<file path="config.mk">
export PLATFORM = sky130hd
export DESIGN_NAME = pwm_reg_arbiter
export DESIGN_NICKNAME = d
export VERILOG_FILES = /design/src/rtl/pwm_reg_arbiter.sv
export SDC_FILE = /design/constraint.sdc
export NUM_CORES = 1
export LEC_CHECK = 0
export ABC_AREA = 1
export BUFFER_PORTS_ARGS = -buffer_cell sky130_fd_sc_hd__buf_4
export CORE_MARGIN = 2
export CORE_UTILIZATION = 30
export CTS_CLUSTER_SIZE = 24
export DETAILED_ROUTE_END_ITERATION = 8
export PLACE_DENSITY = 0.53
export SLEW_MARGIN = 30
export SYNTH_ARGS = -nofsm -noshare
export SYNTH_HDL_FRONTEND = slang
export SYNTH_SLANG_ARGS = --single-unit
</file>
<file path="constraint.sdc">
create_clock -name clk -period 2.4 [get_ports clk]
set_clock_uncertainty 0.1 [all_clocks]
set_input_delay 0.48 -clock clk [delete_from_list [all_inputs] [get_ports clk]]
set_output_delay 0.48 -clock clk [all_outputs]
set_load 0.01 [all_outputs]
</file>
<file path="src/rtl/pwm_reg_arbiter.sv">
// pwm_reg_arbiter: round-robin write arbiter with burst lock for the PWM
// config register bank (out enables, pwm enables, duty cycle at addr 0..4).
// Ports: clk, rst_n (async low); req_valid/req_lock/req_addr/req_data per
// requester; req_ready one-hot grant; wr_err pulse; locked/lock_owner;
// five 8-bit register outputs read directly by the PWM generator.
module pwm_reg_arbiter #(
  parameter int         NUM_REQ     = 2,
  parameter logic [2:0] MAX_ADDRESS = 3'h4
) (
  input  logic                 clk,
  input  logic                 rst_n,
  input  logic [NUM_REQ-1:0]   req_valid,
  input  logic [NUM_REQ-1:0]   req_lock,
  input  logic [3*NUM_REQ-1:0] req_addr,
  input  logic [8*NUM_REQ-1:0] req_data,
  output logic [NUM_REQ-1:0]   req_ready,
  output logic                 wr_err,
  output logic                 locked,
  output logic [1:0]           lock_owner,
  output logic [7:0]           en_reg_out_7_0,
  output logic [7:0]           en_reg_out_15_8,
  output logic [7:0]           en_reg_pwm_7_0,
  output logic [7:0]           en_reg_pwm_15_8,
  output logic [7:0]           pwm_duty_cycle
);

  typedef enum logic {
    IDLE,
    LOCKED
  } state_e;

  state_e          state_q, state_d;
  logic [1:0]      rr_q, rr_d;
  logic [1:0]      own_q, own_d;
  logic            err_q, err_d;
  logic [4:0][7:0] regs_q, regs_d;

  logic [NUM_REQ-1:0] gnt;
  logic [1:0]         gidx;
  logic               found;
  logic [2:0]         idx;
  logic               own_lock;
  logic               glock;
  logic [2:0]         waddr;
  logic [7:0]         wdata;
  logic               wr_en;
  logic               in_rng;

  function automatic logic [1:0] nxt(input logic [1:0] g);
    if (g == 2'(NUM_REQ - 1)) return 2'd0;
    return g + 2'd1;
  endfunction

  // Grant selection: rotating search in IDLE, owner only in LOCKED.
  always_comb begin
    gnt   = '0;
    gidx  = '0;
    found = 1'b0;
    idx   = '0;
    unique case (state_q)
      IDLE: begin
        for (int k = 0; k < NUM_REQ; k++) begin
          idx = {1'b0, rr_q} + 3'(k);
          if (idx >= 3'(NUM_REQ)) idx = idx - 3'(NUM_REQ);
          for (int j = 0; j < NUM_REQ; j++) begin
            if (!found && idx == 3'(j) && req_valid[j]) begin
              found  = 1'b1;
              gnt[j] = 1'b1;
              gidx   = 2'(j);
            end
          end
        end
      end
      LOCKED: begin
        for (int j = 0; j < NUM_REQ; j++) begin
          if (own_q == 2'(j)) begin
            gnt[j] = req_valid[j];
            gidx   = 2'(j);
          end
        end
      end
      default: ;
    endcase
  end

  always_comb begin
    own_lock = 1'b0;
    glock    = 1'b0;
    waddr    = '0;
    wdata    = '0;
    for (int j = 0; j < NUM_REQ; j++) begin
      if (own_q == 2'(j)) own_lock = req_lock[j];
      if (gnt[j]) begin
        glock = req_lock[j];
        waddr = req_addr[3*j +: 3];
        wdata = req_data[8*j +: 8];
      end
    end
  end

  assign wr_en  = |gnt;
  // Bank has five entries; upper codes must never alias.
  assign in_rng = (waddr <= MAX_ADDRESS) && (waddr <= 3'd4);

  always_comb begin
    state_d = state_q;
    rr_d    = rr_q;
    own_d   = own_q;
    err_d   = 1'b0;
    regs_d  = regs_q;
    if (wr_en) begin
      if (in_rng) regs_d[waddr] = wdata;
      else        err_d = 1'b1;
    end
    unique case (state_q)
      IDLE: begin
        if (wr_en) begin
          rr_d = nxt(gidx);
          if (glock) begin
            state_d = LOCKED;
            own_d   = gidx;
          end
        end
      end
      LOCKED: begin
        // Release on any cycle the owner drops lock, write or not.
        if (!own_lock) begin
          state_d = IDLE;
          rr_d    = nxt(own_q);
        end
      end
      default: state_d = IDLE;
    endcase
  end

  always_ff @(posedge clk or negedge rst_n) begin
    if (!rst_n) begin
      state_q <= IDLE;
      rr_q    <= '0;
      own_q   <= '0;
      err_q   <= 1'b0;
      regs_q  <= '0;
    end else begin
      state_q <= state_d;
      rr_q    <= rr_d;
      own_q   <= own_d;
      err_q   <= err_d;
      regs_q  <= regs_d;
    end
  end

  assign req_ready       = gnt & {NUM_REQ{rst_n}};
  assign wr_err          = err_q;
  assign locked          = (state_q == LOCKED);
  assign lock_owner      = own_q;
  assign en_reg_out_7_0  = regs_q[0];
  assign en_reg_out_15_8 = regs_q[1];
  assign en_reg_pwm_7_0  = regs_q[2];
  assign en_reg_pwm_15_8 = regs_q[3];
  assign pwm_duty_cycle  = regs_q[4];

endmodule

</file>
; Yosys cells after proc, flatten, opt, wreduce, memory -nomap -nowiden
; Cells that the tools add are included.
[classes]
add_sub_neg = 5
magnitude_cmp = 5
eq_ne = 6
n_mux = 51
bitwise = 2
n_reduce_logical = 18
[ops]
columns = op, n
row1 = $bwmux W40, 1
row2 = $mux W1, 28
row3 = $demux W8 S3, 1
row4 = $mux W8, 3
row5 = $mux W3, 6
row6 = $mux W2, 8
row7 = $pmux W2 S2, 3
row8 = $logic_and A1 B1 Y1, 8
row9 = $eq A3 B1 Y1 const B, 2
row10 = $logic_not A3 Y1, 2
row11 = $add A2 B1 Y2 const B, 2
row12 = $eq A2 B1 Y1 const B, 2
row13 = $lt A3 B4 Y1 const B, 1
row14 = $ne A2 B2 Y1 const B, 2
row15 = $reduce_and A2 Y1, 2
row16 = $add A2 B1 Y3 const B, 1
row17 = $ge A3 B1 Y1 const B, 1
row18 = $ge A3 B2 Y1 const B, 1
row19 = $le A3 B3 Y1 const B, 1
row20 = $logic_not A1 Y1, 3
row21 = $reduce_and A3 Y1, 1
row22 = $sub A2 B2 Y3 const B, 1
row23 = $sub A3 B2 Y3 const B, 1
row24 = $and A2 B2 Y2, 1
row25 = 5 further kinds, 5
[totals]
ff_bits = 46
input_bits = 28
output_inout_bits = 46
word_cells = 96

; Logic depth before layout (Yosys ltp)
; Gate-level depths: netlist (run 1).
[depth]
depth_word = 29
depth_mapped = 11

; Least setup slack after synthesis (run 1)
; OpenSTA, ideal clock, no wires.
[synth_path]
path_kind = input -> output
from = input port req_valid[0]
to = output port req_ready[0]
arrival_time_ns = 1.060
required_time_ns = 1.820
path_slack_ns = 0.760
path_stages = 4
n_path_buf = 1
path_cell_list = buf_4 a21boi_1 inv_1 nor2_1
[synth_via]
elab_chain_len = 14
word_cells_on_any_way = 15
classes_between = 7 x mux / 1 x bitwise / 7 x reduce/logical
[synth_rtl]
columns = item, line
row1 = from (decl), 12  ; input logic [NUM_REQ-1:0] req_valid,
row2 = $logic_and A1 B1 Y1, 66  ; if (!found && idx == 3'(j) && req_valid[j]) begin
row3 = $mux W1, 66
row4 = $mux W1, 60  ; unique case (state_q)
row5 = $logic_not A1 Y1, 66
row6 = $logic_and A1 B1 Y1 (2 in a row), 66
row7 = $mux W1, 66
row8 = $mux W1, 60
row9 = $logic_not A1 Y1, 66
row10 = $logic_and A1 B1 Y1 (2 in a row), 66
row11 = $mux W1, 66
row12 = $pmux W2 S2 (*), 60
row13 = $and A2 B2 Y2 (*), 152  ; assign req_ready = gnt & {NUM_REQ{rst_n}};
row14 = to (decl), 16  ; output logic [NUM_REQ-1:0] req_ready,
; Mark *: on every way between the ends. The rest lies on a longest branch, timed or not. The select of a mux whose other input is x is not followed.

; Final worst setup path (run 1)
[layout_path]
from = register state_q, in the netlist locked
to = output port req_ready[1]
[layout_via]
elab_chain_len = 3
[layout_rtl]
columns = item, line
row1 = from (decl), 32  ; state_e state_q, state_d;
row2 = from (signal assigned), 144  ; state_q <= state_d;
row3 = $not A1 Y1 (no source line), --
row4 = $pmux W2 S2 (*), 60
row5 = $and A2 B2 Y2 (*), 152
; Mark *: on every way between the ends. The rest lies on a longest branch, timed or not.

==> qor.yml, run 1 <==
worst_ep_required_time_ns: 1.82
cts_sinks: 44
post-dp-hpwl_um: 4387
period_share: 0.8763
powerDensity_nw_per_um2: 1158
final_area_um2: 2833
cts_made_buffers: 5
synth-seq-cells: 44
worstSetupEndpoint: "req_ready[1]"
cts_resized: 0
synth-simple-area-share: 0.4131
synth_xor_xnor_area_share: 0
grt_max_degree: 45
rows: 30
cp_max_fo: 15
post_cts_buffers: 0
fp.dieH_um: 88.97
ys_seq_area_frac: 0.5084
syn_avg_cell_area_um2: 8.395
gp_congestion: 0.7568
cp_cell_sequence: "inv_2, nand3_1, nand2_2, inv_1, nor2_1, buf_4"
pin_count: 74
synth_top_area_frac: 0.5084
detailed_place.area_um2: 2751
hold_viol: 0
fp.dieW_um: 88.97
totalWireLength_um: 5866
finalSetupTns_ns: 0
timing.slew.headroom: 0.6314
drtPass1Iterations: 4
clk_pin_slew_ns: 0.08
r2r-end: "en_reg_out_7_0[2]"
syn-instance-count: 258
die_area_um2: 7915
layout-drive-gt1-share: 0.3070
cp_slowest_cell: "dfrtp_1"
synth_cell_types: 19
slew_viol_final: 0
cts_tree: "built"
holdBufCountCts: 0
clockBufferDepth: 2
met1_usage: 0.2312
diodes: 0
maxCapViolCount: 0
grt_use_met2: 0.2185
crit_path_end_kind: "primary output"
reg2reg_from: "locked"
muxShareOfSynthArea: 0
clk_latency_ns: 0.29
drc: 0
vdd_drop_max_v: 0.0002931
grt_pass1_wl_um: 9066
ff2ff_setup_slack_ns: 0.47
tightest_slew_ns: 0.5530
cp_slowest_stage_delay_ns: 0.43
grt_busiest_layer: "met1"
fin_crit_ns: 2.103
avgRoutedWirePerCell_um: 13.80
max_freq_ghz: 0.4755
grt_pass1_vias: 1788
vias: 1933
cts.htree.levels: 2
antenna_found_initial: 0
startpoint: "locked"
netlist_area_um2: 2166
grt_use_met3: 0.03324
setup_viol: 0
synthTopCellsByArea: "dfrtp_1 51%, nand2_1 20%, nand3_1 8.3%"
drtIter0Drc: 112
ys_warn_count: 0
grt-ovfl-total: 0
synth_compound_area_frac: 0.01502
cts-root-buf: "clkbuf_8"
p_leak_nw: 1.565
core_um2: 6907
track_usage: 0.1519
nets: 357
start_kind: "register"
r2r.worst_path.cells: 9
min_path_type: "primary input to asynchronous set/reset pin"
synth_fa_ha_area_frac: 0
drtAntennaViolNets: 0
area_growth_syn_to_layout_pct: 30.79
start_util: 0.3136
syn_nets: 286
yosys.area.top_type: "dfrtp_1"
crit_type: "register to primary output"
rsz0062_at_grt: "false"
portBuffers: 72
synth_top_family_by_area: "simple AND/OR/NAND/NOR gates"
via_per_inst: 4.548
arrival_ns: 1.52
status: "complete, no violations"
## power by group
group          switching (mW)  total, mW  internal, mW
clock                   0.247      0.444         0.197
sequential              0.173       1.19          1.01
combinational            1.01       1.65         0.641
total                    1.43       3.28          1.85
## layout by cell type (no fill, tap or decap), drive strengths merged
cell type,n
dfrtp,44
inv,9
a21boi,1
o21ai,5
clkbuf,5
nand3,40
conb,1
nand4,16
clkinvlp,1
clkinv,1
nand2,124
buf,75
nor2,7
## cell type report
class	instances	area, µm²
clock buffers	5	68.82
clock inverters	2	12.51
fillers	751	4074
inverters	9	36.28
multi-input cells	194	930.9
flip-flops and latches	44	1101
well taps	96	120.1
repair buffers	75	563.0
## critical path: cells and delay by family, from the launching register on
kind,cells,cell delay [ns]
buffers and inverters,3,0.38
flip-flops,1,0.43
AND/OR/NAND/NOR,3,0.42
## stage by stage
stage	std cells	setup WS (ns)	hold WS (ns)	power [mW]	util
after floorplan	258	0.7605	0.08441	2.246	-
after global placement	418	0.2943	0.3563	2.839	0.3984
after detailed placement	418	0.2368	0.3612	2.879	0.3984
after CTS	425	0.2739	0.1846	3.329	0.4101
after global routing	425	0.1164	0.2183	3.557	0.4101
final	425	0.2969	0.1649	3.281	0.4101
## per-layer routing
layer | vias to the layer above | part of all wire
met5 | - | 0
li1 | 982 | -
met1 | 883 | 0.50
met4 | 0 | 0.011
met2 | 63 | 0.44
met3 | 5 | 0.057
## flip-flops by register name (all words and copies together) (netlist names)
register / flops
lock_owner: 1
rr_q: 1
en_reg_out_7_0: 8
wr_err: 1
pwm_duty_cycle: 8
locked: 1
en_reg_pwm_7_0: 8
en_reg_out_15_8: 8
en_reg_pwm_15_8: 8
## cells by family (layout without fill, tap and decap cells)
kind of cell,after synthesis,count (layout)
buffers and inverters,20,91
other,1,1
and+or+nand+nor,187,187
AOI/OAI and AO/OA,6,6
DFF,44,44
## cell usage after synthesis
library cell	number
dfrtp_1	44
inv_2	1
nor2_4	1
inv_4	1
nor2_1	4
a21boi_1	1
nand2_2	8
nand4_1	16
nand2_4	2
nand2_1	114
buf_6	4
nand3_2	3
conb_1	1
nor2_8	2
nand3_4	1
inv_1	7
nand3_1	36
buf_4	7
o21ai_0	5
## worst min-delay path by stage
stage,startpoint,end,slack [ns]
after floorplan,rst_n,en_reg_out_15_8[0],0.08
after global placement,en_reg_pwm_15_8[4],en_reg_pwm_15_8[4],0.36
after detailed placement,en_reg_out_15_8[1],en_reg_out_15_8[1],0.36
after CTS,rst_n,en_reg_pwm_15_8[1],0.18
after global routing,rst_n,en_reg_pwm_7_0[0],0.22
final,rst_n,en_reg_pwm_7_0[0],0.16
No activity file was read; power rests on OpenSTA's default activity.
==> run 2, diff against run 1 <==
--- a/config.mk
+++ b/config.mk
@@ -5,13 +5,12 @@
 export SDC_FILE = /design/constraint.sdc
 export NUM_CORES = 1
 export LEC_CHECK = 0
-export ABC_AREA = 1
 export BUFFER_PORTS_ARGS = -buffer_cell sky130_fd_sc_hd__buf_4
 export CORE_MARGIN = 2
 export CORE_UTILIZATION = 30
 export CTS_CLUSTER_SIZE = 24
 export DETAILED_ROUTE_END_ITERATION = 8
-export PLACE_DENSITY = 0.53
+export PLACE_DENSITY = 0.54
 export SLEW_MARGIN = 30
 export SYNTH_ARGS = -nofsm -noshare
 export SYNTH_HDL_FRONTEND = slang
==> run 2 against run 1 <==
Compared with the run above: fmax shrank 7.8%; first-iteration DRC count shrank 51%; register-to-register slack lost 0.24 ns; synthesized cell count shrank 41%; count of clock-buffer cells in the layout grew 1; via count shrank 16%; critical path type unchanged; largest power group unchanged; highest routed layer unchanged.
==> qor.yml, run 2 <==
status: "complete, no violations"
postLayoutCoreUtil: 0.4315
area_growth_syn_to_layout_pct: 40.51
layoutNonFillerInstCount: 322
p_leak_nw: 1.421
gp_congestion: 0.7695
cts_sinks: 44
synth_cell_types: 35
fin_ws_ns: 0.1183
clk_latency_ns: 0.28
vias: 1625
synth-async-reset-ratio: 1.000
maxCapViolCount: 0
totalWireLength_um: 5271
max_freq_ghz: 0.4383
crit_type: "register to primary output"
syn_avg_cell_area_um2: 13.49
ff2ff_setup_slack_ns: 0.23
grt_pass1_wl_um: 8383
core_um2: 6719
powerDensity_nw_per_um2: 1173
post-dp-hpwl_um: 3906
met1_usage: 0.2130
most-common-layout-cells: "87 x buf_4, 43 x dfrtp_1, 39 x mux2_2, 8 x nand4_1, 8 x a22o_1"
die_area_um2: 7557
cts.htree.levels: 2
drtIter0Drc: 55
grt_max_degree: 22
slew_viol_final: 0
track_usage: 0.1432
pin_count: 74
start_util: 0.3071
vdd_drop_max_v: 0.0004578
min_path_type: "primary input to register"
clockBufferDepth: 2
avgRoutedWirePerCell_um: 16.37
cp_slowest_cell: "dfrtp_1"
grt_pass1_vias: 1599
drtAntennaViolNets: 0
fp.dieH_um: 86.93
fin_crit_ns: 2.282
synth_ff_type: "dfrtp_1"
start_kind: "register"
ys_seq_area_frac: 0.5337
cp_cell_sequence: "or3b_4, and3_2, and2_1, buf_4"
diodes: 0
synth_top_area_frac: 0.5337
cts_tree: "built"
final_common_cell: "buf_4"
multi_input_area_um2: 913.4
rsz0062_at_grt: "false"
worst_ep_required_time_ns: 1.82
finalSetupTns_ns: 0
placed_cells: 311
cp_slowest_stage_delay_ns: 0.44
yosysMostFrequentCell: "dfrtp_1"
syn_nets: 181
grt_use_met2: 0.2012
drc: 0
final_area_um2: 2899
synth-seq-cells: 44
syn-instance-count: 153
arrival_ns: 1.70
nets: 269
n_fill_cell: 622
antenna_found_initial: 0
period_share: 0.9507
rows: 30
netlist_area_um2: 2063
crit_path_end_kind: "primary output"
clk_pin_slew_ns: 0.08
grt_busiest_layer: "met1"
portBuffers: 72
cp_max_fo: 6
fp.dieW_um: 86.93
detailed_place.area_um2: 2774
ys_warn_count: 0
setup_viol: 0
cts-root-buf: "clkbuf_8"
hold_viol: 0
synth_edf_count: 0
grt-ovfl-total: 0
drtPass1Iterations: 4
layout-drive-gt1-share: 0.5992
synthTopCellsByCount: "44 x dfrtp_1, 39 x mux2_2, 8 x a22o_1, 8 x nand4_1, 5 x buf_2"
fin_total_pwr_mw: 3.402
yosys.area.top_type: "dfrtp_1"
dpl_worst_slack_ns: 0.01095
grt_use_met3: 0.04455
hold_ws_ns: 0.3648
synthTopCellsByArea: "dfrtp_1 53%, mux2_2 21%, a22o_1 3.4%"
via_per_inst: 5.047
seq_area_um2: 1102
cts_made_buffers: 5
## run 2: cell count changes after synthesis, moves of 3 or more
cell / delta
nand2_1: -110
mux2_2: +39
nand3_1: -32
a22o_1: +8
nand2_2: -8
nand4_1: -8
buf_4: -6
buf_2: +5
inv_1: -5
nor2_1: -4
nor2b_1: +4
buf_6: -3
nand3_2: -3
## run 2: worst max-delay path, delay by kind of cell (launching register included)
family,cells,cell delay (ns)
buf+inv,1,0.14
flops,1,0.44
simple gates,3,0.84
## run 2: cells by family (layout without fill, tap and decap cells)
family                 Yosys count  count (layout)  share of synthesized area
muxes                           42              42                     0.2280
DFF                             44              44                     0.5337
buffers and inverters           10              99                    0.02668
other                            1               1                   0.001818
and+or+nand+nor                 32              32                    0.09764
AOI/OAI and AO/OA               24              24                     0.1122
## run 2: final timing paths
check                              startpoint            endpoint  cells past startpoint
max in group asynchronous               rst_n              locked                      3
hold reg to reg            en_reg_pwm_15_8[7]  en_reg_pwm_15_8[7]                      1
setup reg to reg                      rr_q[0]   en_reg_out_7_0[1]                      5
setup / recovery                      rr_q[0]        req_ready[1]                      4
hold / removal                    req_addr[5]              wr_err                      3
min in group asynchronous               rst_n   en_reg_out_7_0[5]                      2
## run 2: layer usage
metal,vias to the layer above,part of all wire
li1,750,-
met5,-,0
met3,2,0.081
met4,0,0.0023
met2,69,0.43
met1,804,0.48
## run 2: final cells by class
class | instances | share of cell area
Timing Repair Buffer | 89 | 0.2356
Multi-Input combinational cell | 99 | 0.3151
Tap cell | 80 | 0.03453
Clock inverter | 2 | 0.003453
Sequential cell | 44 | 0.3802
Clock buffer | 6 | 0.02849
Inverter | 2 | 0.002590
## run 2: power breakdown
group / internal (mW) / total, mW / switching [mW]
registers: 1.08 / 1.29 / 0.215
clock network: 0.230 / 0.470 / 0.240
logic: 0.917 / 1.64 / 0.724
## run 2: repair_timing
item | CTS | global route
gates cloned | 0 | 0
gates resized for setup | 1 | 3
endpoints found under the setup margin | 1 | 5
setup buffers | 0 | 2
hold buffers | 1 | 0
endpoints found under the hold margin | 3 | 0
pin swaps | 0 | 1
